File: config.mk
export PLATFORM = sky130hd
export DESIGN_NAME = p_accum
export DESIGN_NICKNAME = d
export VERILOG_FILES = /design/src/rtl/p_accum.sv
export SDC_FILE = /design/constraint.sdc
export NUM_CORES = 1
export LEC_CHECK = 0
export ABC_AREA = 0
export BUFFER_PORTS_ARGS = -buffer_cell sky130_fd_sc_hd__buf_2
export CAP_MARGIN = 20
export CORE_MARGIN = 3
export CORE_UTILIZATION = 30
export DETAILED_ROUTE_END_ITERATION = 6
export GPL_TIMING_DRIVEN = 1
export HOLD_SLACK_MARGIN = 0.06
export PLACE_DENSITY_LB_ADDON = 0.2
export SLEW_MARGIN = 20
export SYNTH_ARGS = -nofsm -noshare
export SYNTH_HDL_FRONTEND = slang
export SYNTH_SLANG_ARGS = --single-unit
File: constraint.sdc
create_clock -name clk -period 3.55 [get_ports clk]
set_clock_uncertainty 0.1 [all_clocks]
set_input_delay 0.1775 -clock clk [delete_from_list [all_inputs] [get_ports clk]]
set_output_delay 0.1775 -clock clk [all_outputs]
set_load 0.02 [all_outputs]
File: src/rtl/p_accum.sv
// p_accum: saturating accumulator of NTERMS products with sticky ovf/udf/rounded flags (optional P_ACCUM_BIAS_EN bias port).
// Latency: result valid 1 cycle after the last accepted term; in_ready low while a result is held.
package p_accum_pkg;
  typedef enum logic [1:0] {DT_BOOL, DT_INT, DT_FXP, DT_FP} dtype_t;
  typedef struct packed {
    dtype_t     dtype;
    logic       sgn;
    logic [7:0] prec;
    logic [7:0] frac;
  } dconf_t;
endpackage

`ifndef DEF_DCONF
`define DEF_DCONF '{dtype: p_accum_pkg::DT_INT, sgn: 1'b1, prec: 8'd8, frac: 8'd0}
`endif

module p_accum #(
  parameter p_accum_pkg::dconf_t I_CONF = `DEF_DCONF,
  parameter p_accum_pkg::dconf_t O_CONF = `DEF_DCONF,
  parameter int                  NTERMS = 16
) (
  input  logic                   clk,
  input  logic                   reset,
  input  logic                   in_valid,
  output logic                   in_ready,
  input  logic [I_CONF.prec-1:0] in,
  input  logic                   in_ovf,
  input  logic                   in_udf,
  input  logic                   in_rounded,
`ifdef P_ACCUM_BIAS_EN
  input  logic [O_CONF.prec-1:0] bias,
`endif
  output logic                   out_valid,
  input  logic                   out_ready,
  output logic [O_CONF.prec-1:0] out,
  output logic                   out_ovf,
  output logic                   out_udf,
  output logic                   out_rounded
);

  localparam int   IW  = int'(I_CONF.prec);
  localparam int   OW  = int'(O_CONF.prec);
  localparam int   CW  = $clog2(NTERMS + 1);
  localparam logic SGN = O_CONF.sgn;

  if ((O_CONF.dtype != p_accum_pkg::DT_INT && O_CONF.dtype != p_accum_pkg::DT_FXP) ||
      (I_CONF.dtype != O_CONF.dtype) || (I_CONF.sgn != O_CONF.sgn) ||
      (O_CONF.dtype == p_accum_pkg::DT_FXP && I_CONF.frac != O_CONF.frac) ||
      (OW < IW) || (NTERMS < 1)) begin : g_bad_conf
    $error("p_accum: unsupported I_CONF/O_CONF/NTERMS combination");
  end

  typedef enum logic {S_ACC, S_HOLD} state_t;

  state_t        state, state_nxt;
  logic [CW-1:0] cnt;
  logic [OW-1:0] acc;
  logic          f_ovf, f_udf, f_rnd;

  logic          accept, first, last, clamp;
  logic [OW-1:0] base, sat_val, acc_nxt;
  logic [OW:0]   in_ext, base_ext, sum;

  assign accept = in_valid && in_ready;
  assign first  = (cnt == '0);
  assign last   = (cnt == CW'(NTERMS - 1));

`ifdef P_ACCUM_BIAS_EN
  assign base = first ? bias : acc;
`else
  assign base = first ? '0 : acc;
`endif

  // One guard bit is enough: both operands lie within the OW-bit range.
  always_comb begin
    in_ext   = '0;
    base_ext = '0;
    sum      = '0;
    clamp    = 1'b0;
    sat_val  = '0;
    if (SGN) begin
      in_ext   = {{(OW+1-IW){in[IW-1]}}, in};
      base_ext = {base[OW-1], base};
      sum      = base_ext + in_ext;
      clamp    = sum[OW] ^ sum[OW-1];
      sat_val  = sum[OW] ? {1'b1, {(OW-1){1'b0}}} : {1'b0, {(OW-1){1'b1}}};
    end else begin
      in_ext   = {{(OW+1-IW){1'b0}}, in};
      base_ext = {1'b0, base};
      sum      = base_ext + in_ext;
      clamp    = sum[OW];
      sat_val  = '1;
    end
    acc_nxt = clamp ? sat_val : sum[OW-1:0];
  end

  always_ff @(posedge clk) begin
    if (reset) state <= S_ACC;
    else       state <= state_nxt;
  end

  always_comb begin
    state_nxt = state;
    in_ready  = 1'b0;
    out_valid = 1'b0;
    case (state)
      S_ACC: begin
        in_ready = 1'b1;
        if (accept && last) state_nxt = S_HOLD;
      end
      S_HOLD: begin
        out_valid = 1'b1;
        if (out_ready) state_nxt = S_ACC;
      end
      default: state_nxt = S_ACC;
    endcase
  end

  // acc/flags are left as-is after a result; the next first term overwrites them.
  always_ff @(posedge clk) begin
    if (reset) begin
      cnt   <= '0;
      acc   <= '0;
      f_ovf <= 1'b0;
      f_udf <= 1'b0;
      f_rnd <= 1'b0;
    end else if (accept) begin
      cnt   <= last ? '0 : cnt + 1'b1;
      acc   <= acc_nxt;
      f_ovf <= (first ? 1'b0 : f_ovf) | in_ovf | clamp;
      f_udf <= (first ? 1'b0 : f_udf) | in_udf;
      f_rnd <= (first ? 1'b0 : f_rnd) | in_rounded;
    end
  end

  assign out         = acc;
  assign out_ovf     = f_ovf;
  assign out_udf     = f_udf;
  assign out_rounded = f_rnd;

endmodule

==> results.tsv, run 1 <==
metric	value	unit
crit share post-route	0.886	
Min Clock Period, post-route	3.14	ns
RSZ-0062 raised after global routing	false	
relative max-transition margin	0.728	
fill count	397	
Final nets	187	
worst hold path endpoint	out_rounded	
kind of critical path	register to register	
Worst setup EP type	register	
area leader, netlist	dfxtp_1	
post-synthesis sequential element count	17	
initial antenna violation count	0	
Final Hold Fails	0	
Arrival @ worst endpoint	3.22	ns
CP Data Required Time	3.62	ns
Vias	1025	
Gate Count Post-Synth	131	
power density cells	381	mW/mm^2
Final ANT Viol Nets	0	
YS warnings	0	
diode count	0	
FF-to-FF Start	cnt[0]	
max_cap viols	0	
CTS tree	built	
RR Endpoint	out[1]	
post-CTS sizing	0	
starting density of the core	0.318	
Sink Count	17	
Root Buffer	clkbuf_8	
# setup viols final	0	
number of flops mapped to enable cells by yosys	0	
placed cell areas	0.00140	sq mm
worst hold path depth	3	
Clock Tree Buf Depth	2	
First DRT Iteration DRCs	55	
Overall Power	549	uW
mean area per synthesized cell	9.16	sq um
io pins	28	
Inserted Clock Buffers	3	
Core Rows	22	
Reg2Reg Depth	13	
vias in the first global route	1089	
setup repair bufs after CTS	0	
worst hold-check path type	primary input to register	
P_leak	0.637	nW
global-route wire length before repair	5.00	mm
Final Max Tran Viols	0	
first drt pass iteration count	4	
Clock Pin Slew Worst Setup and Hold Paths	0.07	ns
hold_sp	in_rounded	
Mapped Nets	157	
grt total ovfl	0	
setup tns final	0	ns
Die Width	69.2	um
Peak VDD IR	0.159	mV
CORE AREA	0.00377	sq mm
CP max FO	8	
DP HPWL	2.18	mm
worst-margin pin slew	0.409	ns
vias per inst	4.93	
design area	0.00144	sq mm
worst-skew pair later-pin latency	0.25	ns
FMAX	318	MHz
worst hold margin	0.0731	ns
CTS Hold Buffers Added	0	
Die ar.	0.00479	sq mm
total number of H-tree levels	1	
gp weighted congestion	0.710	
Seq/Total Area, Yosys	0.284	
IO buf count	27	
global-route usage over all layers	0.123	
Avg WL per Cell	13.4	um
drc violations	0	
fin util	0.382	
top post-synthesis cells by area	dfxtp_1 (28%), ha_1 (10%), a211oi_2 (7.3%)	
share of layout cells above drive strength 1	0.331	
status	completed	
Die H	69.2	um
Async S/R FF share, synth	0	
Post-Synthesis Cell Area	0.00120	sq mm
Synth cell types	33	
Layout area overhead	20.1	%
flop2flop setup slack	0.41	ns
Routed WL	2.79	mm
top cell type's share of synthesized area	0.284	
Synth Flop Type	dfxtp_1	
largest net degree at the start of global routing	23	
Worst Setup Start Kind	register	
==> where the power goes <==
group / switching [mW] / total (mW) / internal (mW)
logic: 0.106 / 0.189 / 0.0823
registers: 0.0113 / 0.217 / 0.206
clock network: 0.0658 / 0.144 / 0.0778
total: 0.184 / 0.549 / 0.366
==> cell usage in the layout (no fill, tap or decap), types with 2 or more instances in the layout <==
cell type and instances:
a211oi_1 2, a211oi_2 7, a21o_1 3, a21oi_1 9, a22oi_1 3, buf_2 27, buf_4 2, clkbuf_8 3
dfxtp_1 17, ha_1 10, inv_1 8, maj3_2 6, nand2_1 6, nand2b_1 4, nor2_1 18, nor2b_1 9
o21ai_2 2, xnor2_1 4, xor2_1 4
==> cells in the mapped netlist, types with 2 or more instances <==
master and count:
xor2_1 4, dfxtp_1 17, a21oi_1 9, a21o_1 3
ha_1 10, a22oi_1 3, a211oi_1 2, nand2b_1 4
inv_1 8, o21ai_2 2, maj3_2 6, nor2b_1 9
a211oi_2 7, clkbuf_1 3, nand2_1 6, xnor2_1 4
nor2_1 18
==> worst max path at each step <==
stage,start,to,slack [ns],cells after the start
finish,cnt[0],out[1],0.41,13
global route,cnt[0],out[5],0.17,13
CTS,cnt[0],out[0],0.37,13
detailed placement,cnt[0],out[0],0.38,13
global placement,cnt[0],out[1],0.56,13
floorplan,cnt[0],out[2],0.59,12
==> kinds of logic (layout without fill, tap and decap cells) <==
group	after synthesis	in the layout	share of synthesized area
and+or+nand+nor	42	42	0.180
AOI/OAI and AO/OA	33	33	0.241
adders and majority gates	17	17	0.177
DFF	17	17	0.284
buffers and inverters	12	41	0.0375
xor gates and xnor gates	9	9	0.0719
muxes	1	1	0.00834
==> routing by layer <==
layer | up-vias | global-route usage | routed length [um]
met1 | 481 | 0.160 | 1260
met2 | 24 | 0.213 | 1390
met4 | 0 | 0.0390 | 12
li1 | 518 | - | -
met5 | - | 0 | 0
met3 | 2 | 0.0130 | 120
==> per-stage QoR <==
stage                     std cells  setup slack, ns
after detailed placement        204            0.384
after global placement          204            0.559
after global routing            208            0.173
final                           208            0.406
after floorplan                 131            0.591
after CTS                       208            0.367
==> flip-flops by register name, indices dropped and copies added (netlist names) <==
signal,cells
cnt,5
out,8
out_ovf,1
out_rounded,1
out_udf,1
state,1
==> final cells by class <==
class                   instances  area (sq um)  area share
clock buffers                   3          41.3      0.0286
clock inverters                 1          5.00     0.00347
inverters                       8          30.0      0.0208
multi-input cells             102           815       0.565
flip-flops and latches         17           340       0.236
well taps                      48          60.1      0.0417
repair buffers                 29           150       0.104
==> critical path, cell delays in order, from the launching register on <==
cell and delay (ns):
dfxtp_1 0.42, inv_1 0.07, ha_1 0.19, nor4b_2 0.16, buf_4 0.17, nor2b_1 0.13, ha_1 0.22, inv_1 0.07
fa_1 0.40, nand2b_1 0.18, a21oi_1 0.21, o21ai_2 0.18, maj3_2 0.35, a211oi_2 0.21
(Power assumes the default switching activity.)
==> run 2, diff against run 1 <==
--- a/config.mk
+++ b/config.mk
@@ -5,7 +5,7 @@
 export SDC_FILE = /design/constraint.sdc
 export NUM_CORES = 1
 export LEC_CHECK = 0
-export ABC_AREA = 0
+export ABC_AREA = 1
 export BUFFER_PORTS_ARGS = -buffer_cell sky130_fd_sc_hd__buf_2
 export CAP_MARGIN = 20
 export CORE_MARGIN = 3
==> results.tsv, run 2 <==
metric	value	unit	change
top post-synthesis cells by count	nand2_1 (46), inv_1 (35), dfxtp_1 (17), nor2_1 (17), o21ai_0 (13)		
CP Data Required Time	3.60	ns	-0.02 ns
CORE AREA	0.00377	sq mm	unchanged
setup tns final	0	ns	unchanged
CP cell instances	inv_1, ha_1, nand4_1, inv_1, nor2_1, ha_1, inv_1, fa_1, inv_1, nand2_1, nand2_1, nand3_2, nand3_1, nand2_1, nand2_2, nand3_1, nand2_1, inv_1		
share of layout cells above drive strength 1	0.181		-0.150
Post-Synthesis Cell Area	0.00121	sq mm	+1.0%
Worst Setup Start Kind	register		
worst hold-check path type	primary input to register		
met3 wire len	142	um	+18%
Final Max Tran Viols	0		unchanged
Vias	1186		+16%
Final ANT Viol Nets	0		unchanged
commonest cells after routing, fill and taps aside	nand2_1 (46), inv_1 (35), buf_2 (27)		
grt total ovfl	0		unchanged
top cell type's share of synthesized area	0.281		-0.00293
Peak VDD IR	0.209	mV	+31%
Largest register FFs	8		unchanged
gp weighted congestion	0.855		+20%
post-synthesis sequential element count	17		unchanged
Mapped Nets	212		+35%
relative max-transition margin	0.731		+0.00368
First DRT Iteration DRCs	83		+51%
power density cells	384	mW/mm^2	+0.67%
Clock Tree Buf Depth	2		unchanged
Die H	69.6	um	+0.48%
slowest CP cell	fa_1		
CP top delay family	simple AND/OR/NAND/NOR gates		
Die ar.	0.00484	sq mm	+0.96%
vias per inst	4.51		-8.5%
starting density of the core	0.321		+0.00332
Core Rows	22		unchanged
Final Hold Fails	0		unchanged
CP dominant cell by count	inv_1		
DP HPWL	2.26	mm	+3.8%
Arrival @ worst endpoint	2.76	ns	-0.46 ns
Sink Count	17		unchanged
# setup viols final	0		unchanged
Min Clock Period, post-route	2.71	ns	-0.435 ns
Gate Count Post-Synth	186		+42%
Clock Pin Slew Worst Setup and Hold Paths	0.07	ns	about the same
post-CTS sizing	0		unchanged
fill count	403		+1.5%
Die Width	69.6	um	+0.48%
slowest stage delay, CP	0.39	ns	-0.03 ns
leading cell type by number of instances after synthesis	nand2_1		
initial antenna violation count	0		unchanged
drc violations	0		unchanged
worst-margin pin slew	0.403	ns	-0.00590 ns
WP buf/inv	5		+2
status	completed		
io pins	28		unchanged
Final nets	242		+29%
met2 WL	1.16	mm	-17%
Async S/R FF share, synth	0		unchanged
largest net degree at the start of global routing	15		-35%
vias in the first global route	1120		+2.8%
RSZ-0062 raised after global routing	false		
top post-synthesis cells by area	dfxtp_1 (28%), nand2_1 (14%), inv_1 (11%)		
crit share post-route	0.763		-0.123
total number of H-tree levels	1		unchanged
global-route usage over all layers	0.120		-0.00345
YS warnings	0		unchanged
worst-skew pair later-pin latency	0.25	ns	about the same
Final Non-Filler Cells	263		+26%
diode count	0		unchanged
mean area per synthesized cell	6.52	sq um	-29%
number of flops mapped to enable cells by yosys	0		unchanged
Synth Flop Type	dfxtp_1		
Synth cell types	22		-33%
Worst setup EP type	register		
kind of critical path	register to register		
commonest non-fill, non-tap cell in the layout	nand2_1		
Avg WL per Cell	10.4	um	-23%
Root Buffer	clkbuf_8		
global-route wire length before repair	4.87	mm	-2.5%
design area	0.00144	sq mm	-0.17%
P_leak	0.770	nW	+21%
Seq/Total Area, Yosys	0.281		-0.00293
placed cell areas	0.00139	sq mm	-0.18%
area leader, netlist	dfxtp_1		
Layout area overhead	18.7	%	
CP max FO	8		unchanged
first drt pass iteration count	4		unchanged
Routed WL	2.73	mm	-2.2%
FMAX	369	MHz	+16%
IO buf count	27		unchanged
met1 WL	1.41	mm	+12%
Top Metal Used	met4		
max_cap viols	0		unchanged
Placed Cells	259		+27%
CTS tree	built		
CTS Hold Buffers Added	0		unchanged
Overall Power	552	uW	+0.49%
Inserted Clock Buffers	3		unchanged
setup repair bufs after CTS	0		unchanged
==> run 2: cell types whose count changed after synthesis, moves of 6 or more <==
cell / before / now
o21ai_0: 0 / 13
nor2b_1: 9 / 0
nand3_1: 1 / 10
nand2_1: 6 / 46
a211oi_2: 7 / 0
maj3_2: 6 / 0
inv_1: 8 / 35
==> run 2: layer usage <==
layer  global-route usage  vias to the layer above
met5                    0                        -
met3               0.0333                        2
met2                0.184                       29
met4               0.0217                        0
met1                0.168                      508
li1                     -                      647
==> run 2: worst paths after layout <==
path | startpoint | end | slack, ns | cells past startpoint
worst max-delay path | cnt[0] | out_ovf | 0.84 | 18
worst min-delay path | in_rounded | out_rounded | 0.07 | 3
worst max register to register | cnt[0] | out_ovf | 0.84 | 18
worst min register to register | out_udf | out_udf | 0.38 | 2
==> run 2: area by class of cell <==
class                   instances  area (sq um)  share of cell area
clock buffers                   3          41.3              0.0287
clock inverters                 1          5.00             0.00348
inverters                      35           131              0.0913
multi-input cells             132           726               0.504
flip-flops and latches         17           340               0.237
well taps                      48          60.1              0.0417
repair buffers                 27           135              0.0939
==> run 2: worst reg2reg max path, stage by stage, from the launching register on <==
cell	delay, ns
dfxtp_1	0.35
inv_1	0.06
ha_1	0.19
nand4_1	0.18
inv_1	0.17
nor2_1	0.13
ha_1	0.17
inv_1	0.05
fa_1	0.39
inv_1	0.07
nand2_1	0.04
nand2_1	0.10
nand3_2	0.10
nand3_1	0.09
nand2_1	0.07
nand2_2	0.14
nand3_1	0.10
nand2_1	0.06
inv_1	0.03
==> run 2: stage by stage <==
stage | util | setup slack, ns | hold slack (ns)
CTS | 0.382 | 0.808 | 0.0631
global placement | 0.369 | 0.929 | 0.338
finish | 0.382 | 0.841 | 0.0714
floorplan | - | 1.15 | 0.225
global route | 0.382 | 0.512 | 0.0891
detailed placement | 0.369 | 0.832 | 0.340
==> run 2: cells by family (layout without fill, tap and decap cells) <==
family | after synthesis | count (layout) | synth area share
flops | 17 | 17 | 0.281
simple gates | 89 | 89 | 0.328
buf+inv | 37 | 66 | 0.121
fa+ha+maj | 11 | 11 | 0.120
compound gates | 29 | 29 | 0.129
xor+xnor | 3 | 3 | 0.0217
==> run 2: report_power, final <==
part           total [mW]  switching (mW)  internal, mW
clock network       0.141          0.0635        0.0778
registers           0.220          0.0123         0.208
logic               0.191           0.122        0.0687
==> run 3, diff against run 2 <==
==> constraint.sdc (replaced) <==
create_clock -name clk -period 2.24 [get_ports clk]
set_clock_uncertainty 0.1 [all_clocks]
set_input_delay 0.112 -clock clk [delete_from_list [all_inputs] [get_ports clk]]
set_output_delay 0.112 -clock clk [all_outputs]
set_load 0.02 [all_outputs]
==> results.tsv, run 3 (synthesis results as in run 2) <==
metric	value	unit	change
relative max-transition margin	0.694		-0.0369
CTS tree	built		
# setup viols final	9		+9
failing checks	setup timing		
Psw	382	uW	+93%
CP max FO	8		unchanged
P_leak	0.906	nW	+18%
Inserted Clock Buffers	3		unchanged
drc violations	0		unchanged
Final nets	266		+9.9%
Vias	1311		+11%
Root Buffer	clkbuf_8		
Core Rows	22		unchanged
Die Width	69.6	um	unchanged
Sink Count	17		unchanged
Layout area overhead	46.9	%	
global-route usage over all layers	0.142		+0.0216
fin util	0.472		+0.0906
worst hold-check path type	primary input to register		
WP buf/inv	4		-1
First DRT Iteration DRCs	50		-40%
power density cells	565	mW/mm^2	+47%
FMAX	425	MHz	+15%
DP HPWL	2.34	mm	+3.4%
CORE AREA	0.00377	sq mm	unchanged
status	complete, but fails checks		
worst-skew pair later-pin latency	0.26	ns	about the same
Clock Pin Slew Worst Setup and Hold Paths	0.07	ns	about the same
crit share post-route	1.05		+0.288
Avg WL per Cell	11.7	um	+13%
Comb power frac	0.420		+0.074
Routed WL	3.37	mm	+23%
sequential share of power	0.346		-0.052
Final ANT Viol Nets	0		unchanged
commonest non-fill, non-tap cell in the layout	nand2_1		
first drt pass iteration count	4		unchanged
Die ar.	0.00484	sq mm	unchanged
slowest stage delay, CP	0.37	ns	-0.02 ns
Die H	69.6	um	unchanged
fill count	379		-6.0%
Clock Tree Buf Depth	2		unchanged
initial antenna violation count	0		unchanged
CP Data Required Time	2.29	ns	-1.31 ns
Peak VDD IR	0.320	mV	+53%
global-route wire length before repair	5.60	mm	+15%
slowest CP cell	ha_1		
Final Max Tran Viols	0		unchanged
Placed Cells	270		+4.2%
total number of H-tree levels	1		unchanged
RSZ-0062 raised after global routing	true		
commonest cells after routing, fill and taps aside	nand2_1 (34), inv_1 (30), buf_2 (27)		
Final Non-Filler Cells	287		+9.1%
Final Hold Fails	0		unchanged
Worst Setup Start Kind	register		
kind of critical path	register to register		
Net Sw Frac	0.379		+0.0207
vias in the first global route	1296		+16%
gp weighted congestion	0.784		-8.3%
Min Clock Period, post-route	2.35	ns	-0.354 ns
Worst Slack Setup Final	-0.115	ns	-0.956 ns
largest net degree at the start of global routing	15		unchanged
IO buf count	27		unchanged
CP top delay family	simple AND/OR/NAND/NOR gates		
starting density of the core	0.321		unchanged
Arrival @ worst endpoint	2.40	ns	-0.36 ns
internal power	625	uW	+76%
clock power share	0.234		-0.022
max_cap viols	0		unchanged
grt total ovfl	0		unchanged
io pins	28		unchanged
share of layout cells above drive strength 1	0.389		+0.208
diode count	0		unchanged
vias per inst	4.57		+1.3%
Worst setup EP type	register		
Largest register FFs	8		unchanged
CP cell instances	inv_2, ha_4, nand4_1, inv_2, nor2_1, ha_1, nand2_2, inv_1, a21oi_4, buf_6, nand3_2, nand2_2, nand2_4, nand2_1, a21oi_2		
worst-margin pin slew	0.458	ns	+0.0552 ns
==> run 3: cell types whose count changed in the layout (fill, tap and decap cells not counted), moves of 6 or more <==
cell,before,now
dlygate4sd3_1,0,6
a21oi_2,1,7
nand2_1,46,34
buf_4,0,17
a21oi_1,12,5
nand2_2,3,12
==> run 3: timing repair <==
| item | CTS | global route |
|---|---|---|
| hold endpoints to repair | 6 | 0 |
| hold buffers | 6 | 0 |
| setup buffers | 3 | 4 |
| gates resized for setup | 13 | 22 |
| endpoints found under the setup margin | 9 | 9 |
| pin swaps | 3 | 14 |
==> run 3: worst min-delay path, cell delays in order <==
cell	delay (ns)
buf_2	0.08
a211oi_1	0.05
nand3_2	0.06
nand2_1	0.04
inv_1	0.04
==> run 3: final timing paths <==
kind                            startpoint       to  slack (ns)  cells past startpoint
worst max-delay path                cnt[0]   out[2]       -0.11                     15
worst min-delay path                in_ovf  out_ovf        0.06                      5
worst max register to register      cnt[0]   out[2]       -0.11                     15
worst min register to register      cnt[1]   cnt[1]        0.38                      2
==> run 3: layout make-up <==
cell class / instances / area [sq um] / share of cell area
timing repair buffer: 51 / 334 / 0.188
clock inverter: 1 / 5.00 / 0.00281
sequential: 17 / 343 / 0.193
clock buffer: 3 / 41.3 / 0.0232
inverter: 35 / 131 / 0.0738
tap: 48 / 60.1 / 0.0337
multi-input combinational: 132 / 866 / 0.486
==> run 3: through the flow <==
step	hold slack [ns]	setup slack (ns)	area (sq um)	power, mW	setup TNS (ns)
CTS	0.0679	-0.116	1650	0.962	-0.889
global placement	0.272	-0.0954	1490	0.689	-0.669
finish	0.0595	-0.115	1780	1.01	-0.859
global route	0.0816	-0.239	1780	1.08	-2.03
floorplan	0.159	-0.0170	1220	0.581	-0.0170
detailed placement	0.269	-0.136	1490	0.688	-1.05
==> run 3: metal layers <==
metal  global-route usage  up-vias  routed length, um
li1                     -      695                  -
met1                0.189      579               1610
met2                0.218       30               1570
met3               0.0362        7                125
met4               0.0542        0                 63
met5                    0        -                  0
==> run 3: power groups by stage <==
stage	registers [mW]	logic, mW	clock network [mW]
after global placement	0.356	0.334	0
after global routing	0.352	0.467	0.260
after CTS	0.348	0.370	0.244
final	0.348	0.423	0.236
after floorplan	0.380	0.201	0
after detailed placement	0.354	0.334	0
